<file path="config.mk">
export PLATFORM = sky130hd
export DESIGN_NAME = display_scan_ctrl
export DESIGN_NICKNAME = d
export VERILOG_FILES = /design/src/rtl/display_scan_ctrl.sv
export SDC_FILE = /design/constraint.sdc
export NUM_CORES = 1
export LEC_CHECK = 0
export CORE_AREA = 8 8 87 89
export CTS_CLUSTER_SIZE = 16
export DETAILED_ROUTE_END_ITERATION = 10
export DIE_AREA = 0 0 95 97
export HOLD_SLACK_MARGIN = 0.12
export PLACE_DENSITY = 0.82
export SLEW_MARGIN = 0
export SYNTH_ARGS = -nofsm -noshare
export SYNTH_HDL_FRONTEND = slang
export SYNTH_SLANG_ARGS = --single-unit
</file>
<file path="constraint.sdc">
create_clock -name clk -period 2.47 [get_ports clk]
set_input_delay 0.3705 -clock clk [delete_from_list [all_inputs] [get_ports clk]]
set_output_delay 0.3705 -clock clk [all_outputs]
set_load 0.005 [all_outputs]
</file>
<file path="src/rtl/display_scan_ctrl.sv">
// display_scan_ctrl: converts a binary result to BCD using a sequential
// double-dabble engine (one bit per clock). It then time-multiplexes the
// committed digits onto a single 4-bit bcd bus with a one-hot digit enable.
//
// Input handshake: value_in is taken on a rising edge only when value_valid=1
// and busy=0. A strobe seen while busy=1, including the COMMIT cycle, is
// dropped with no queuing. conv_done pulses for one cycle when the new digits
// are committed.
module display_scan_ctrl #(
    parameter int DATA_W      = 14,
    parameter int NUM_DIGITS  = 4,
    parameter int REFRESH_DIV = 100000,
    parameter int BLANK_LZ    = 1
) (
    input  logic                  clk,
    input  logic                  rst,
    input  logic [DATA_W-1:0]     value_in,
    input  logic                  value_valid,
    output logic                  busy,
    output logic                  conv_done,
    output logic [3:0]            bcd,
    output logic [NUM_DIGITS-1:0] digit_en
);

    localparam int BCD_W = 4 * NUM_DIGITS;
    localparam int SR_W  = BCD_W + DATA_W;
    localparam int CNT_W = $clog2(DATA_W + 1);
    localparam int REF_W = $clog2(REFRESH_DIV);
    localparam int IDX_W = (NUM_DIGITS > 1) ? $clog2(NUM_DIGITS) : 1;

    // Largest value that fits in the display: 10^NUM_DIGITS - 1.
    function automatic int unsigned max_display(input int n);
        int unsigned p;
        p = 1;
        for (int i = 0; i < n; i++) p = p * 10;
        return p - 1;
    endfunction

    localparam int unsigned MAX_VAL = max_display(NUM_DIGITS);

    typedef enum logic [1:0] {
        IDLE   = 2'd0,
        SHIFT  = 2'd1,
        COMMIT = 2'd2
    } state_t;

    state_t            state_q, state_d;
    logic [SR_W-1:0]   sr_q;
    logic [SR_W-1:0]   sr_adj;
    logic [CNT_W-1:0]  cnt_q;
    logic              ovf_q;
    logic [BCD_W-1:0]  digit_q;
    logic [BCD_W-1:0]  commit_digits;
    logic              seen_nz;
    logic [REF_W-1:0]  ref_q;
    logic [IDX_W-1:0]  idx_q;
    logic [IDX_W-1:0]  idx_d1;
    logic              en_vld_q;

    // FSM state register
    always_ff @(posedge clk) begin
        if (rst) state_q <= IDLE;
        else     state_q <= state_d;
    end

    // Next-state and status outputs; the cycle count never depends on ovf
    always_comb begin
        state_d   = state_q;
        busy      = 1'b0;
        conv_done = 1'b0;
        case (state_q)
            IDLE: begin
                if (value_valid) state_d = SHIFT;
            end
            SHIFT: begin
                busy = 1'b1;
                if (cnt_q == CNT_W'(1)) state_d = COMMIT;
            end
            COMMIT: begin
                busy      = 1'b1;
                conv_done = 1'b1;
                state_d   = IDLE;
            end
            default: state_d = IDLE;
        endcase
    end

    // Add 3 to every BCD nibble >= 5 before the next left shift
    always_comb begin
        sr_adj = sr_q;
        for (int i = 0; i < NUM_DIGITS; i++) begin
            if (sr_q[DATA_W + 4*i +: 4] >= 4'd5)
                sr_adj[DATA_W + 4*i +: 4] = sr_q[DATA_W + 4*i +: 4] + 4'd3;
        end
    end

    // Digits to commit: blank on overflow, else optionally blank leading zeros
    always_comb begin
        commit_digits = sr_q[SR_W-1:DATA_W];
        seen_nz       = 1'b0;
        if (ovf_q) begin
            commit_digits = {NUM_DIGITS{4'hF}};
        end else if (BLANK_LZ != 0) begin
            // Digit 0 is never blanked, so a value of 0 still shows "0".
            for (int i = NUM_DIGITS - 1; i >= 1; i--) begin
                if (sr_q[DATA_W + 4*i +: 4] != 4'd0) seen_nz = 1'b1;
                if (!seen_nz) commit_digits[4*i +: 4] = 4'hF;
            end
        end
    end

    // Conversion datapath: load, shift DATA_W times, then commit the digits
    always_ff @(posedge clk) begin
        if (rst) begin
            sr_q    <= '0;
            cnt_q   <= '0;
            ovf_q   <= 1'b0;
            digit_q <= {NUM_DIGITS{4'hF}};
        end else begin
            case (state_q)
                IDLE: begin
                    if (value_valid) begin
                        sr_q  <= {{BCD_W{1'b0}}, value_in};
                        cnt_q <= CNT_W'(DATA_W);
                        ovf_q <= ({{(32-DATA_W){1'b0}}, value_in} > MAX_VAL);
                    end
                end
                SHIFT: begin
                    sr_q  <= sr_adj << 1;
                    cnt_q <= cnt_q - CNT_W'(1);
                end
                COMMIT: begin
                    digit_q <= commit_digits;
                end
                default: ;
            endcase
        end
    end

    // Free-running scan: bcd follows the index, and digit_en lags one cycle to
    // line up with the downstream registered segment decoder
    always_ff @(posedge clk) begin
        if (rst) begin
            ref_q    <= '0;
            idx_q    <= '0;
            idx_d1   <= '0;
            en_vld_q <= 1'b0;
            bcd      <= 4'hF;
            digit_en <= '0;
        end else begin
            if (ref_q == REF_W'(REFRESH_DIV - 1)) begin
                ref_q <= '0;
                idx_q <= (idx_q == IDX_W'(NUM_DIGITS - 1)) ? '0 : idx_q + IDX_W'(1);
            end else begin
                ref_q <= ref_q + REF_W'(1);
            end
            bcd      <= digit_q[{idx_q, 2'b00} +: 4];
            idx_d1   <= idx_q;
            en_vld_q <= 1'b1;
            digit_en <= en_vld_q ? (NUM_DIGITS'(1) << idx_d1) : '0;
        end
    end

endmodule
</file>
==> Yosys cells after proc, flatten, opt, wreduce, memory -nomap -nowiden <==
Index checks and enable logic that the tools add are counted.
{ "classes": {"add_sub_neg": 7, "order_cmp": 5, "eq_ne": 7, "n_shift": 2, "mux": 26, "bitwise_logic": 1, "reduce_logical": 11} }
{ "op_table": {"columns": ["op", "count"], "rows": [
  ["one-hot mux 30 bit (2 select lines)", 1],
  ["2-to-1 mux 4 bit", 8],
  ["2-to-1 mux 30 bit", 1],
  ["adder 17 x 1 -> 17 bit, second input constant", 1],
  ["== test 17 bit, second input constant", 1],
  ["greater-or-equal comparator 4 x 3 -> 1 bit, second input constant", 4],
  ["variable part select 16 x 5 -> 4 bit", 1],
  ["greater-than comparator 14 bit, second input constant", 1],
  ["adder 4 x 2 -> 4 bit, second input constant", 3],
  ["2-to-1 mux 12 bit", 1],
  ["nonzero test 4 bit", 3],
  ["2-to-1 mux 1 bit", 9],
  ["one-hot mux 4 bit (2 select lines)", 1],
  ["2-to-1 mux 2 bit", 3],
  ["AND reduction 2 bit", 3],
  ["OR reduction 2 bit", 3],
  ["== test 2 bit, second input constant", 2],
  ["== test 4 x 1 -> 1 bit, second input constant", 1],
  ["inequality test 2 bit, second input constant", 2],
  ["one-hot mux 2 bit (2 select lines)", 1],
  ["<< shifter 1 x 2 -> 4 bit, first input constant", 1],
  ["subtractor 4 x 1 -> 4 bit, second input constant", 1],
  ["adder 3 x 2 -> 3 bit, second input constant", 1],
  ["2-to-1 mux 3 bit", 1],
  ["other kinds (5)", 5]
]} }
{ "totals": {"regBits": 83, "input_bits": 17, "output_inout_bits": 10, "wordCells": 70} }

==> Logic depth before layout (Yosys ltp) <==
Gate-level depths: netlist (run 1).
{ "depth": {"ltp_word": 9, "depth_mapped": 8, "depth_no_buf": 6} }

==> Worst setup path before layout (run 1) <==
No wires, ideal clock.
{ "synth_path": {"kind": "reg2reg", "start": "reg state_q[0]", "end": "reg sr_q[18]", "setup_ns": 0.070, "arrival_ns": 1.538, "required_ns": 2.400, "slack_ns": 0.861, "path_stages_with_launch": 8, "path_buffers": 1, "period_less_slack_ns": 1.609, "path_cell_list": "dfxtp_1 > inv_1 > ha_1 > nand2b_1 > buf_2 > nand2_1 > or3_1 > a21oi_1"} }
{ "synth_via": {"elab_chain_len": 3, "word_cells_on_any_way": 6, "classes_between": "eq/ne: 2; mux: 1; reduce/logical: 3"} }
{ "synth_rtl": {"columns": ["element", "line_no", "rtl"], "rows": [
  ["start, declared", "47", "state_t state_q, state_d;"],
  ["start signal, assigned", "63", "else state_q <= state_d;"],
  ["== test 2 x 1 -> 1 bit or logical NOT 2 bit (tied branches)", "120", "case (state_q)"],
  ["nonzero test 2 bit (no source line) or inequality test 2 bit (tied branches)", null, null],
  ["AND reduction 2 bit (no source line)", null, null],
  ["end signal, assigned", "123", "sr_q <= {{BCD_W{1'b0}}, value_in};"],
  ["end signal, assigned", "129", "sr_q <= sr_adj << 1;"],
  ["end, declared", "48", "logic [SR_W-1:0] sr_q;"]
]} }
Several ways; a longest one is shown, not always the timed one.
A chain may end at the register's enable or synchronous reset.

==> Final worst setup path (run 1) <==
{ "layout_path": {"start": "reg state_q[0]", "end": "out conv_done"} }
{ "layout_via": {"elab_chain_len": 2} }
{ "layout_rtl": {"columns": ["element", "line_no", "rtl"], "rows": [
  ["== test 2 bit", "71", "case (state_q)"],
  ["2-to-1 mux 1 bit", "71", null],
  ["end, declared", "20", "output logic conv_done,"]
]} }
No other way between the ends.

==> results.sh, run 1 <==
export IMPL_clkTransAtPathRegs_ns=0.09
export IMPL_layout_min_cycle_time_ns=2.032
export IMPL_critPathSlowestCell="clkdlybuf4s50_1"
export IMPL_vdd_drop_max_v=0.0004413
export IMPL_syn_area_per_cell_um2=9.397
export IMPL_drc=0
export IMPL_layout_commonest_cell="dfxtp_1"
export IMPL_die_area_um2=9215
export IMPL_grt_pass1_wl_um=13320
export IMPL_num_fill_cells=481
export IMPL_post_dp_hpwl_um=5657
export IMPL_clkLatencyLatePin_ns=0.35
export IMPL_finClkSkew_ns=0.01203
export IMPL_clock_power_share=0.280
export IMPL_coreArea_um2=6205
export IMPL_whs_path_depth=1
export IMPL_path_class="reg -> out"
export IMPL_p_int_mw=2.382
export IMPL_antenna_found_initial=0
export IMPL_cts_max_path_buffers=2
export IMPL_tightest_slew_ns=0.5332
export IMPL_timing_critical_path_from_type="flip-flop"
export IMPL_synth_seq_area_share=0.4421
export IMPL_vias=2905
export IMPL_synth_warning_count=0
export IMPL_drive_gt1_frac=0.1047
export IMPL_worst_path_buf_inv=2
export IMPL_drtAntennaViolNets=0
export IMPL_fin_nets=461
export IMPL_num_rows=29
export IMPL_antenna_cells=0
export IMPL_cp_end_kind="output port"
export IMPL_grt_start_max_net_pins=23
export IMPL_multi_input_comb_area_um2=1944
export IMPL_cts_resized=0
export IMPL_via_per_inst=5.730
export IMPL_finalSetupViolCount=0
export IMPL_fin_crit_sh=0.8227
export IMPL_postCtsHoldBufs=0
export IMPL_cp_cell_sequence="inv_1, ha_1, clkdlybuf4s50_1"
export IMPL_arrival_ns=1.66
export IMPL_ys_types=49
export IMPL_status="complete, no violations"
export IMPL_wl_per_cell_um=15.26
export IMPL_track_usage=0.1783
export IMPL_regArea_um2=1662
export IMPL_yosys_area_top_type="dfxtp_1"
export IMPL_hp_class="reg -> reg"
export IMPL_drt_iter0_drc=181
export IMPL_fin_util=0.6905
export IMPL_wirelength_um=7739
export IMPL_ios=27
export IMPL_slew_violations=0
export IMPL_power_mw=3.495
export IMPL_cts_root_buf="clkbuf_8"
export IMPL_slew_headroom=0.6437
export IMPL_post_cts_buffers=0
export IMPL_start_util=0.6058
export IMPL_synth_area_leaders="dfxtp_1 (44%), ha_1 (6.3%), nor2_1 (5.4%), mux2i_1 (4.0%), xor2_1 (3.0%)"
export IMPL_die_h_um=97
export IMPL_first_global_vias=2862
export IMPL_mostFrequentLayoutCells="dfxtp_1 (83), nor2_1 (54), clkdlybuf4s50_1 (26)"
export IMPL_ys_seq_elements=83
export IMPL_area_growth_pct=13.98
export IMPL_p_leak_nw=1.681
export IMPL_synthCells=400
export IMPL_synthArstFlopShare=0
export IMPL_switching_power_mw=1.113
export IMPL_combPwrFrac=0.261
export IMPL_p_per_area_nw_per_um2=815.8
export IMPL_cts_tree="done"
export IMPL_max_cap_violations=0
export IMPL_rrSetupSlack_ns=0.54
export IMPL_p_seq_frac=0.459
export IMPL_crit_family="buffers and inverters"
export IMPL_io_buffer_count=26
export IMPL_r2r_start="state_q[0]$_SDFFE_PP0P_"
export IMPL_synth_edf_count=0
export IMPL_htree_levels=3
export IMPL_hp_start="idx_d1[0]$_SDFF_PP0_"
export IMPL_cp_max_fo=5
export IMPL_critPathRequiredTime_ns=2.10
export IMPL_place_congestion=0.8434
export IMPL_synth_flop_cell="dfxtp_1"
export IMPL_max_freq_mhz=492.1
export IMPL_synth_nets=436
export IMPL_clock_sinks=83
export IMPL_rsz0062_at_grt="no"
export IMPL_die_w_um=95
export IMPL_netlist_area_um2=3759
export IMPL_holdPathEnd="digit_en[0]$_SDFF_PP0_"
export IMPL_finalHoldViolations=0
export IMPL_yosys_area_top_type_share=0.4421
export IMPL_rr_endpoint="sr_q[18]$_SDFFE_PP0P_"
export IMPL_hold_slack_ns=0.4579
export IMPL_gr_total_overflow=0
export IMPL_r2r_cells=6
export IMPL_cts_buffers_inserted=9
export IMPL_setup_tns_final_ns=0
export IMPL_crit_path_max_incr_delay_ns=0.56
export IMPL_drt_pass1_iter_count=4
export IMPL_p_sw_frac=0.3185
-- per-stage QoR --
step	area (um2)	setup WS (ns)	instances
global route	4284	0.3432	507
CTS	4284	0.4195	507
finish	4284	0.4379	507
global placement	4083	0.4264	491
detailed placement	4083	0.3977	491
floorplan	3759	0.8613	400
-- worst register-to-register path, stage by stage (launching register included) --
cell and delay (ns):
dfxtp_1 0.39, inv_1 0.10, ha_1 0.28, nand2b_1 0.31, nand2_1 0.25, or3_1 0.43
a21oi_1 0.12
-- worst max-delay path by stage --
stage                            startpoint               endpoint  depth (start not counted)
detailed placement              value_valid  sr_q[18]$_SDFFE_PP0P_                          5
global placement                value_valid  sr_q[18]$_SDFFE_PP0P_                          5
floorplan           state_q[0]$_SDFFE_PP0P_  sr_q[18]$_SDFFE_PP0P_                          7
global route        state_q[0]$_SDFFE_PP0P_              conv_done                          3
finish              state_q[0]$_SDFFE_PP0P_              conv_done                          3
CTS                 state_q[0]$_SDFFE_PP0P_              conv_done                          3
-- cells by family after synthesis --
group,Yosys count,synth area share
AND/OR/NAND/NOR,149,0.2021
flip-flops,83,0.4421
AO/OA/AOI/OAI,77,0.1461
buffers and inverters,35,0.04061
multiplexers,19,0.06391
adder cells (fa/ha/maj),19,0.06325
XOR/XNOR,18,0.04194
-- state kept, by name (all words and copies together) (netlist names) --
signal / flops
ref_q: 17
en_vld_q: 1
state_q: 2
digit_en: 4
ovf_q: 1
bcd: 4
idx_q: 2
idx_d1: 2
sr_q: 30
digit_q: 16
cnt_q: 4
-- power by group through the flow --
stage	combinational (mW)	clock, mW	sequential (mW)
4_1_cts	0.918	0.994	1.60
3_3_place_gp	0.888	0	1.62
6_report	0.913	0.980	1.60
3_5_place_dp	0.916	0	1.63
5_1_grt	1.03	1.06	1.62
2_1_floorplan	0.689	0	1.60
-- synthesized netlist by cell type, drive strengths merged (3+ instances only) --
cell type,number
a211oi,9
clkbuf,11
nand4,8
xor2,13
o32a,3
a22o,8
nand2,25
nor3,7
a21oi,12
nor2b,5
mux4,4
a31o,4
or3,5
buf,10
o22ai,13
xnor2,5
nand3,9
nor3b,7
inv,14
dfxtp,83
and2,4
or2,6
nand2b,6
and4,4
mux2i,15
ha,19
a32oi,4
o21ai,15
nor2,54
-- metal layers --
| metal | track usage | vias up | part of all wire |
|---|---|---|---|
| met3 | 0.03941 | 11 | 0.035 |
| met5 | 0 | - | 0 |
| li1 | - | 1468 | - |
| met1 | 0.2164 | 1380 | 0.45 |
| met4 | 0.06851 | 0 | 0.015 |
| met2 | 0.2955 | 46 | 0.50 |
-- cell type report --
cell class,instances,area share
tap,77,0.02249
clock inverter,7,0.01811
timing repair buffer,35,0.07652
multi-input combinational,282,0.4539
sequential,83,0.3878
clock buffer,9,0.02891
inverter,14,0.01227
Power figures use the tool's default switching activity.
==> run 2: changes to the inputs <==
- CORE_AREA: 8 8 87 89 -> 8 8 95 97
- DIE_AREA: 0 0 95 97 -> 0 0 103 105
- PLACE_DENSITY: 0.82 -> 0.73
- clock period: 2.47 -> 1.7 ns (I/O delays scaled with it)
==> run 2 against run 1 <==
Final area increased by 9.5%. Sequential share of layout area decreased by 3.3 points. First-iteration DRC count decreased by 23%. Total power increased by 61%. Via count increased by 5.9%. Global-route usage decreased by 1.7 points. Non-clock buffer count increased by 25. Critical path depth increased by 3. Combinational power increased by 77%. Largest cell class unchanged. Highest routed layer unchanged.
==> results.sh, run 2 (synthesis results as in run 1) <==
export IMPL_combPwrFrac=0.287
export IMPL_post_dp_hpwl_um=5940
export IMPL_antenna_found_initial=0
export IMPL_dp_cells=535
export IMPL_cts_max_path_buffers=2
export IMPL_drive_gt1_frac=0.1982
export IMPL_largest_register_ffs=30
export IMPL_antenna_cells=0
export IMPL_drc=0
export IMPL_p_per_area_nw_per_um2=1202
export IMPL_clkLatencyLatePin_ns=0.34
export IMPL_vias=3077
export IMPL_r2r_cells=6
export IMPL_p_leak_nw=1.864
export IMPL_hold_slack_ns=0.4642
export IMPL_cts_tree="done"
export IMPL_met1_length_um=3699
export IMPL_grt_pass1_wl_um=14070
export IMPL_die_w_um=103
export IMPL_htree_levels=3
export IMPL_route_met2_wl_um=4323
export IMPL_wl_met3_um=397
export IMPL_fin_nets=486
export IMPL_placed_area_um2=4282
export IMPL_whs_path_depth=1
export IMPL_io_buffer_count=26
export IMPL_cp_max_fo=4
export IMPL_switching_power_mw=1.673
export IMPL_track_usage=0.1609
export IMPL_fin_area_um2=4691
export IMPL_fin_util=0.6232
export IMPL_ios=27
export IMPL_path_class="reg -> reg"
export IMPL_cts_root_buf="clkbuf_8"
export IMPL_topRoutingLayerUsed="met4"
export IMPL_clock_power_share=0.302
export IMPL_start_util=0.4993
export IMPL_mostFrequentLayoutCells="dfxtp_1 (80), nor2_1 (52), buf_4 (29)"
export IMPL_clkTransAtPathRegs_ns=0.08
export IMPL_tightest_slew_ns=0.4125
export IMPL_arrival_ns=1.92
export IMPL_finClkSkew_ns=0.01223
export IMPL_reg_top3="sr_q: 30 flops, ref_q: 17 flops, digit_q: 16 flops"
export IMPL_layout_min_cycle_time_ns=1.633
export IMPL_timing_critical_path_from_type="flip-flop"
export IMPL_area_growth_pct=24.80
export IMPL_finalSetupViolCount=0
export IMPL_num_fill_cells=648
export IMPL_critPathRequiredTime_ns=1.99
export IMPL_p_int_mw=3.968
export IMPL_slew_headroom=0.7213
export IMPL_fin_crit_sh=0.9606
export IMPL_layout_commonest_cell="dfxtp_1"
export IMPL_setup_slack_ns=0.06702
export IMPL_gr_total_overflow=0
export IMPL_drt_pass1_iter_count=4
export IMPL_vdd_drop_max_v=0.0004278
export IMPL_power_mw=5.640
export IMPL_coreArea_um2=7527
export IMPL_wirelength_um=8556
export IMPL_drt_iter0_drc=140
export IMPL_grt_start_max_net_pins=23
export IMPL_finalHoldViolations=0
export IMPL_slew_violations=0
export IMPL_clock_sinks=83
export IMPL_cts_buffers_inserted=9
export IMPL_die_h_um=105
export IMPL_wl_per_cell_um=15.39
export IMPL_rsz0062_at_grt="yes"
export IMPL_hp_class="reg -> reg"
export IMPL_cp_end_kind="flip-flop"
export IMPL_drtAntennaViolNets=0
export IMPL_p_sw_frac=0.2966
export IMPL_fin_cells=556
export IMPL_max_freq_mhz=612.4
export IMPL_via_per_inst=5.534
export IMPL_place_congestion=0.7681
export IMPL_p_seq_frac=0.412
export IMPL_pre_cts_slack_ns=-0.1216
export IMPL_die_area_um2=10820
export IMPL_regMostFlops="sr_q"
export IMPL_num_rows=32
export IMPL_setup_tns_final_ns=0
export IMPL_status="complete, no violations"
export IMPL_first_global_vias=2979
export IMPL_max_cap_violations=0
run 2: cell count changes in the layout (fill, tap and decap cells not counted), moves of 3 or more:
cell     before  now
buf_4         9   29
ha_1         19   14
dfxtp_1      83   80
dfxtp_2       0    3
inv_1        14   11
inv_2         0    3
ha_2          0    3
run 2: path summary, 6_finish.rpt:
| check | startpoint | slack, ns | end |
|---|---|---|---|
| worst max register to register | sr_q[27]$_SDFFE_PP0P_ | 0.07 | digit_q[10]$_SDFFE_PP1P_ |
| worst max-delay path | sr_q[27]$_SDFFE_PP0P_ | 0.07 | digit_q[10]$_SDFFE_PP1P_ |
| worst min register to register | idx_d1[0]$_SDFF_PP0_ | 0.46 | digit_en[2]$_SDFF_PP0_ |
| worst min-delay path | idx_d1[0]$_SDFF_PP0_ | 0.46 | digit_en[2]$_SDFF_PP0_ |
run 2: critical path, stage by stage, from the launching register on:
cell and delay, ns:
dfxtp_1 0.35, inv_2 0.08, ha_2 0.19, or3b_4 0.40, o41ai_4 0.32, o22ai_2 0.14, nand2_1 0.10
run 2: repair_timing:
item | CTS | global route
hold buffers | 0 | 0
setup endpoints to repair | 10 | 30
gates resized for setup | 10 | 24
gates cloned | 0 | 1
pin swaps | 1 | 6
setup buffers | 2 | 3
run 2: metal layers:
metal | vias to the layer above | global-route usage
met1 | 1486 | 0.1939
met5 | - | 0
met2 | 63 | 0.2666
li1 | 1518 | -
met3 | 10 | 0.02920
met4 | 0 | 0.07756
run 2: area by class of cell:
cell class                      instances  area [um2]  area share
Clock inverter                          4       98.84     0.02107
Multi-Input combinational cell        282        2038      0.4345
Tap cell                              102       127.6     0.02721
Timing Repair Buffer                   60       566.8      0.1208
Inverter                               14       52.55     0.01120
Clock buffer                           11       141.4     0.03014
Sequential cell                        83        1665      0.3550
run 2: power by group through the flow:
| stage | sequential, mW | combinational, mW | clock [mW] |
|---|---|---|---|
| 2_1_floorplan | 2.33 | 1.00 | 0 |
| 3_3_place_gp | 2.36 | 1.38 | 0 |
| 3_5_place_dp | 2.37 | 1.42 | 0 |
| 4_1_cts | 2.32 | 1.47 | 1.73 |
| 5_1_grt | 2.35 | 1.79 | 1.82 |
| 6_report | 2.32 | 1.62 | 1.70 |
